### src/rtl/nn_pkg.sv
// Shared definitions for the neural-network training blocks.
//  - nn_state_e   : sequencing states of the weight-update engine
//  - W_W/H_W/F_W  : default weight, hidden-activation and final/target widths
//  - SAT_GUARD_W  : extra bits kept above the wider operand of a saturating subtract
//  - idx_width()  : index width for an N-entry table (at least one bit)
//  - max_w()      : larger of two widths
package nn_pkg;

  localparam int W_W_DEF     = 8;
  localparam int H_W_DEF     = 10;
  localparam int F_W_DEF     = 19;
  localparam int SAT_GUARD_W = 1;

  typedef enum logic [1:0] {
    IDLE,
    CALC,
    UPD,
    DONE
  } nn_state_e;

  function automatic int idx_width(input int n);
    return (n > 1) ? $clog2(n) : 1;
  endfunction

  function automatic int max_w(input int a, input int b);
    return (a > b) ? a : b;
  endfunction

endpackage

### src/rtl/nn_sat_sub.sv
// Saturating signed subtract: y_o = clamp(a_i - b_i) into O_W-bit two's complement.
// Ports:
//  a_i   in  A_W  signed minuend
//  b_i   in  B_W  signed subtrahend
//  y_o   out O_W  clamped difference
//  sat_o out 1    high when the exact difference fell outside the O_W range
module nn_sat_sub
  import nn_pkg::*;
#(
  parameter int A_W = 8,
  parameter int B_W = 32,
  parameter int O_W = 8
) (
  input  logic signed [A_W-1:0] a_i,
  input  logic signed [B_W-1:0] b_i,
  output logic signed [O_W-1:0] y_o,
  output logic                  sat_o
);

  // The difference is evaluated exactly, one guard bit above the wider operand.
  localparam int D_W = max_w(A_W, B_W) + SAT_GUARD_W;

  localparam logic signed [D_W-1:0] MAX_V = {{(D_W-O_W+1){1'b0}}, {(O_W-1){1'b1}}};
  localparam logic signed [D_W-1:0] MIN_V = {{(D_W-O_W+1){1'b1}}, {(O_W-1){1'b0}}};

  logic signed [D_W-1:0] a_ext;
  logic signed [D_W-1:0] b_ext;
  logic signed [D_W-1:0] diff;

  assign a_ext = {{(D_W-A_W){a_i[A_W-1]}}, a_i};
  assign b_ext = {{(D_W-B_W){b_i[B_W-1]}}, b_i};
  assign diff  = a_ext - b_ext;

  // NOTE: every output gets a default before the if/else so no path leaves
  // it unassigned; otherwise synthesis would infer a latch.
  always_comb begin
    y_o   = diff[O_W-1:0];
    sat_o = 1'b0;
    if (diff > MAX_V) begin
      y_o   = MAX_V[O_W-1:0];
      sat_o = 1'b1;
    end else if (diff < MIN_V) begin
      y_o   = MIN_V[O_W-1:0];
      sat_o = 1'b1;
    end
  end

endmodule

### src/rtl/hidden_backprop_seq.sv
// Sequential hidden-layer weight-update engine.
// One training step: delta = (2*(target-final)*hidden) >>> LR_SHIFT is computed
// once, then each masked weight is replaced by sat(w - delta), one lane per cycle.
// Ports:
//  clk_i               clock
//  rst                 synchronous, active-low reset
//  start_i             request a step (accepted in IDLE only)
//  mask_i              per-lane update enable for the step
//  target_i / final_i  training target / network output (unsigned F_W)
//  hidden_val_i        hidden activation (unsigned H_W)
//  zero_weight_reset_i clear all weights and abort the step
//  w_wr_en_i/idx/data  host weight write, honoured in IDLE only
//  w_o                 packed weights, lane i = w_o[i*W_W +: W_W]
//  busy_o              high from accept through the done_o cycle
//  done_o              one-cycle completion pulse
//  sat_o               sticky saturation flag for the current/last step
module hidden_backprop_seq
  import nn_pkg::*;
#(
  parameter int N_IN     = 4,
  parameter int W_W      = W_W_DEF,
  parameter int H_W      = H_W_DEF,
  parameter int F_W      = F_W_DEF,
  parameter int LR_SHIFT = 8,
  localparam int IDX_W   = idx_width(N_IN)
) (
  input  logic                clk_i,
  input  logic                rst,
  input  logic                start_i,
  input  logic [N_IN-1:0]     mask_i,
  input  logic [F_W-1:0]      target_i,
  input  logic [F_W-1:0]      final_i,
  input  logic [H_W-1:0]      hidden_val_i,
  input  logic                zero_weight_reset_i,
  input  logic                w_wr_en_i,
  input  logic [IDX_W-1:0]    w_wr_idx_i,
  input  logic [W_W-1:0]      w_wr_data_i,
  output logic [N_IN*W_W-1:0] w_o,
  output logic                busy_o,
  output logic                done_o,
  output logic                sat_o
);

  localparam int G_W = F_W + 2;        // 2*(target-final)
  localparam int P_W = F_W + H_W + 3;  // grad * hidden

  nn_state_e state_q, state_d;

  logic [N_IN-1:0]       mask_q;
  logic [F_W-1:0]        target_q;
  logic [F_W-1:0]        final_q;
  logic [H_W-1:0]        hidden_q;
  logic signed [P_W-1:0] delta_q;
  logic [IDX_W-1:0]      idx_q;
  logic                  sat_q;
  logic signed [W_W-1:0] w_q [N_IN];

  logic accept;
  logic load_delta;
  logic upd_en;
  logic host_wr;

  // ---------------------------------------------------------------- datapath
  logic [G_W-1:0]        diff_u;
  logic signed [G_W-1:0] grad;
  logic signed [P_W-1:0] prod;
  logic signed [P_W-1:0] delta;
  logic signed [W_W-1:0] sub_y;
  logic                  sub_sat;

  // Zero-extended subtraction wraps to the correct two's-complement value.
  assign diff_u = {2'b00, target_q} - {2'b00, final_q};
  assign grad   = $signed({diff_u[G_W-2:0], 1'b0});
  assign prod   = $signed({{(H_W+1){grad[G_W-1]}}, grad})
                * $signed({{(F_W+2){1'b0}}, hidden_q});
  assign delta  = prod >>> LR_SHIFT;

  nn_sat_sub #(
    .A_W (W_W),
    .B_W (P_W),
    .O_W (W_W)
  ) u_sat_sub (
    .a_i   (w_q[idx_q]),
    .b_i   (delta_q),
    .y_o   (sub_y),
    .sat_o (sub_sat)
  );

  // Host writes only land in IDLE; out-of-range indices are dropped.
  assign host_wr = w_wr_en_i && (state_q == IDLE) && (int'(w_wr_idx_i) < N_IN);

  // -------------------------------------------------------------------- FSM
  // NOTE: state and data registers use non-blocking assignments so every
  // register samples values from before the edge, independent of block order.
  always_ff @(posedge clk_i) begin
    if (!rst) begin
      state_q <= IDLE;
    end else if (zero_weight_reset_i) begin
      state_q <= IDLE;
    end else begin
      state_q <= state_d;
    end
  end

  always_comb begin
    state_d    = state_q;
    accept     = 1'b0;
    load_delta = 1'b0;
    upd_en     = 1'b0;
    case (state_q)
      IDLE: begin
        // A host write in the same cycle has priority over a start request.
        if (start_i && !host_wr) begin
          accept  = 1'b1;
          state_d = CALC;
        end
      end
      CALC: begin
        load_delta = 1'b1;
        state_d    = UPD;
      end
      UPD: begin
        upd_en = 1'b1;
        if (idx_q == IDX_W'(N_IN - 1)) begin
          state_d = DONE;
        end
      end
      DONE: begin
        state_d = IDLE;
      end
      default: begin
        state_d = IDLE;
      end
    endcase
  end

  // --------------------------------------------------------------- registers
  // NOTE: the weight table is reset explicitly because cleared weights on
  // reset are part of the block's visible behaviour, not just a convenience.
  always_ff @(posedge clk_i) begin
    if (!rst) begin
      for (int i = 0; i < N_IN; i++) w_q[i] <= '0;
      mask_q   <= '0;
      target_q <= '0;
      final_q  <= '0;
      hidden_q <= '0;
      delta_q  <= '0;
      idx_q    <= '0;
      sat_q    <= 1'b0;
    end else if (zero_weight_reset_i) begin
      for (int i = 0; i < N_IN; i++) w_q[i] <= '0;
      idx_q <= '0;
      sat_q <= 1'b0;
    end else if (host_wr) begin
      w_q[w_wr_idx_i] <= $signed(w_wr_data_i);
    end else begin
      if (accept) begin
        mask_q   <= mask_i;
        target_q <= target_i;
        final_q  <= final_i;
        hidden_q <= hidden_val_i;
        sat_q    <= 1'b0;
      end
      if (load_delta) begin
        delta_q <= delta;
        idx_q   <= '0;
      end
      if (upd_en) begin
        if (mask_q[idx_q]) begin
          w_q[idx_q] <= sub_y;
          if (sub_sat) sat_q <= 1'b1;
        end
        idx_q <= idx_q + IDX_W'(1);
      end
    end
  end

  // ----------------------------------------------------------------- outputs
  for (genvar g = 0; g < N_IN; g++) begin : g_w_out
    assign w_o[g*W_W +: W_W] = w_q[g];
  end

  assign busy_o = (state_q != IDLE);
  assign done_o = (state_q == DONE);
  assign sat_o  = sat_q;

endmodule

### config.mk
export PLATFORM = sky130hd
export DESIGN_NAME = hidden_backprop_seq
export DESIGN_NICKNAME = d
export VERILOG_FILES = /design/src/rtl/nn_pkg.sv /design/src/rtl/nn_sat_sub.sv /design/src/rtl/hidden_backprop_seq.sv
export SDC_FILE = /design/constraint.sdc
export NUM_CORES = 1
export LEC_CHECK = 0
export BUFFER_PORTS_ARGS = -buffer_cell sky130_fd_sc_hd__buf_4
export CORE_MARGIN = 4
export CORE_UTILIZATION = 65
export DETAILED_ROUTE_END_ITERATION = 10
export GPL_TIMING_DRIVEN = 0
export PLACE_DENSITY = 0.85
export SYNTH_ARGS = -nofsm -noshare
export SYNTH_HDL_FRONTEND = slang
export SYNTH_SLANG_ARGS = --single-unit
### constraint.sdc
create_clock -name clk_i -period 13.1 [get_ports clk_i]
set_input_delay 0.655 -clock clk_i [delete_from_list [all_inputs] [get_ports clk_i]]
set_output_delay 0.655 -clock clk_i [all_outputs]
set_load 0.05 [all_outputs]
==> impl_metrics.tcl <==
set metrics [dict create \
    grt_pass1_wl_mm 61.6 \
    tightest_slew_ns 1.33 \
    p_leak_nw 7.41 \
    synth_top_family_by_area "adder cells" \
    total_power_mw 1.45 \
    cts-resized-gates 0 \
    die_h_um 157 \
    final_hold_viol_count 0 \
    r2r-start "final_q[1]" \
    synth-compound-area-share 0.128 \
    drv_slew 0 \
    yosys.area.top_type "fa_1" \
    hold_depth 2 \
    coreArea_sq_um 21800 \
    fin_crit_ns 9.08 \
    hold_path_end "delta_q[19]" \
    reg2reg_depth 30 \
    num_antenna_cells 0 \
    yosysMostFrequentCell "inv_1" \
    fmax_mhz 110 \
    setup_tns_ns 0 \
    drcViolationCount 0 \
    r2r-end "delta_q[23]" \
    max_slew_margin 0.106 \
    synth_top_area_frac 0.247 \
    ys_warn_count 0 \
    portBuffers 100 \
    netlist_area_sq_um 14500 \
    postSynthRegisterBits 115 \
    start_util 0.662 \
    cp-end-kind "register" \
    routed_via_density 5.85 \
    io-pin-count 102 \
    grt_pass1_vias 12700 \
    num_rows 54 \
    antenna_found_initial 1 \
    numCtsBuffers 17 \
    cts_tree "built" \
    max_stage_delay_ns 0.77 \
    synthDistinctLibCells 82 \
    insertion_delay_ns 0.43 \
    cp_slowest_cell "xor2_1" \
    hp-start "delta_q[19]" \
    vias 12100 \
    seq_area_frac_synth 0.181 \
    dp_hpwl_mm 29.7 \
    syn_inst 1659 \
    placed_area_sq_um 15600 \
    wl_per_cell_um 18.0 \
    post-route-period-util 0.693 \
    clk_pin_slew_ns 0.06 \
    ir_drop_mv 0.0873 \
    hold_path_class "reg2reg" \
    first_pass_iters 5 \
    async_flop_share 0 \
    cts_setup_buffers 0 \
    finalSetupViolCount 0 \
    cp.required_ns 13.40 \
    postRouteAntennaNets 0 \
    synth_edf_count 32 \
    drive_above_1_share 0.109 \
    path_class "reg2reg" \
    fin_area_sq_um 16200 \
    grt_overflow 0 \
    crit_fanout 10 \
    maxCapViolCount 0 \
    synthToLayoutAreaGrowth_pct 11.9 \
    reg2reg_slack_ns 4.02 \
    clock_sinks 115 \
    synthTopCellsByCount "286 x inv_1, 282 x nand2_1, 178 x fa_1, 115 x ha_1, 86 x and2_1" \
    critPathLaunchType "register" \
    htree_levels 4 \
    yosys-top-cells-area "fa_1 25%, dfxtp_1 11%, ha_1 10%" \
    status "finished, final reports clean" \
    synth_xor_area_frac 0.0376 \
    synth_fp_nets 2019 \
    routed_wl_mm 37.4 \
    grt_usage 0.316 \
    rsz0062_at_grt "false" \
    power.density_nw_per_um2 89.4 \
    die_area_sq_um 24700 \
    gp_congestion 0.932 \
    grt_max_degree 18 \
    muxShareOfSynthArea 0.0253 \
    drt_iter0_markers 857 \
    arrival_ns 9.39 \
    cts_hold_buf 0 \
    synth-simple-area-share 0.189 \
    avgSynthCellArea_sq_um 8.71 \
    floorplan.die.width_um 157 \
    cts.path.max_buffers 2 \
    finClkSkew_ns 0.0210 \
    utilization 0.741 \
    final_nets 2138 \
    synth_ff_type "dfxtp_1" \
    cts_root_buf "clkbuf_16" \
    synthAdderAreaFrac 0.346 \
]
==> how the worst max path moves through the flow <==
stage / to / startpoint / cells past startpoint
3_3_place_gp: delta_q[23] / final_q[1] / 30
5_1_grt: delta_q[23] / final_q[1] / 30
4_1_cts: delta_q[23] / final_q[1] / 30
6_report: delta_q[23] / final_q[1] / 30
2_1_floorplan: delta_q[23] / target_q[0] / 31
3_5_place_dp: delta_q[23] / final_q[1] / 30
==> sequential cells by signal (all words and copies together), names as in the netlist, named ones only <==
name / count
sat_o: 1
state_q: 2
target_q: 19
idx_q: 2
mask_q: 4
delta_q: 24
hidden_q: 10
final_q: 19
w_q: 32
==> cell usage in the layout, fill, tap and decap left out, types with 7 or more instances in the layout <==
cell / n
a21boi_0: 57
a21o_1: 18
a21oi_1: 48
a31oi_1: 9
and2_1: 86
buf_4: 101
clkbuf_1: 53
clkbuf_16: 17
dfxtp_1: 83
edfxtp_1: 32
fa_1: 178
ha_1: 115
inv_1: 286
inv_6: 7
mux2_2: 8
mux4_2: 10
nand2_1: 282
nand2b_1: 11
nand3_1: 13
nand4_1: 9
nor2_1: 73
nor2b_1: 18
nor3_1: 15
nor3b_1: 12
o211ai_1: 10
o21a_1: 10
o21ai_0: 46
or3b_2: 8
xnor2_1: 35
xor2_1: 27
==> cell type report <==
class	count	area [sq um]
multi-input cells	1199	10500
fillers	1553	5650
flip-flops and latches	115	2620
inverters	286	1070
repair buffers	100	751
clock buffers	17	425
well taps	280	350
plain buffers	59	259
clock inverters	15	186
==> metal layers <==
layer,GRT usage,part of all wire
met1,0.408,0.40
met5,0,0.00035
met3,0.0643,0.078
met2,0.518,0.48
met4,0.141,0.041
==> per-stage QoR <==
stage | std cells | setup WS [ns] | hold WS (ns)
floorplan | 1659 | 5.52 | 0.425
global placement | 2039 | 4.31 | 0.436
detailed placement | 2039 | 4.15 | 0.447
CTS | 2071 | 4.12 | 0.461
global route | 2071 | 3.38 | 0.482
finish | 2071 | 4.02 | 0.456
==> worst max-delay path: cells and delay by family, from the launching register on <==
kind	cells	cell delay (ns)
AOI/OAI and AO/OA	13	3.55
buffers and inverters	4	0.26
and+or+nand+nor	4	0.60
DFF	1	0.33
xor gates and xnor gates	2	0.95
adders and majority gates	7	3.27
==> power by group <==
part           internal (mW)  switching, mW  leakage, nW  total, mW
Sequential             0.377        0.00771         1.03      0.385
Clock                  0.290          0.198        0.303      0.488
Combinational          0.207          0.367         6.08      0.574
Total                  0.874          0.573         7.41       1.45
==> logic make-up (layout without fill, tap and decap cells) <==
kind of cell | Yosys count | in the layout
adder cells (fa/ha/maj) | 293 | 293
flip-flops | 115 | 115
buffers and inverters | 345 | 477
XOR/XNOR | 62 | 62
multiplexers | 23 | 23
AND/OR/NAND/NOR | 566 | 566
AO/OA/AOI/OAI | 255 | 255
Power figures use the tool's default switching activity.
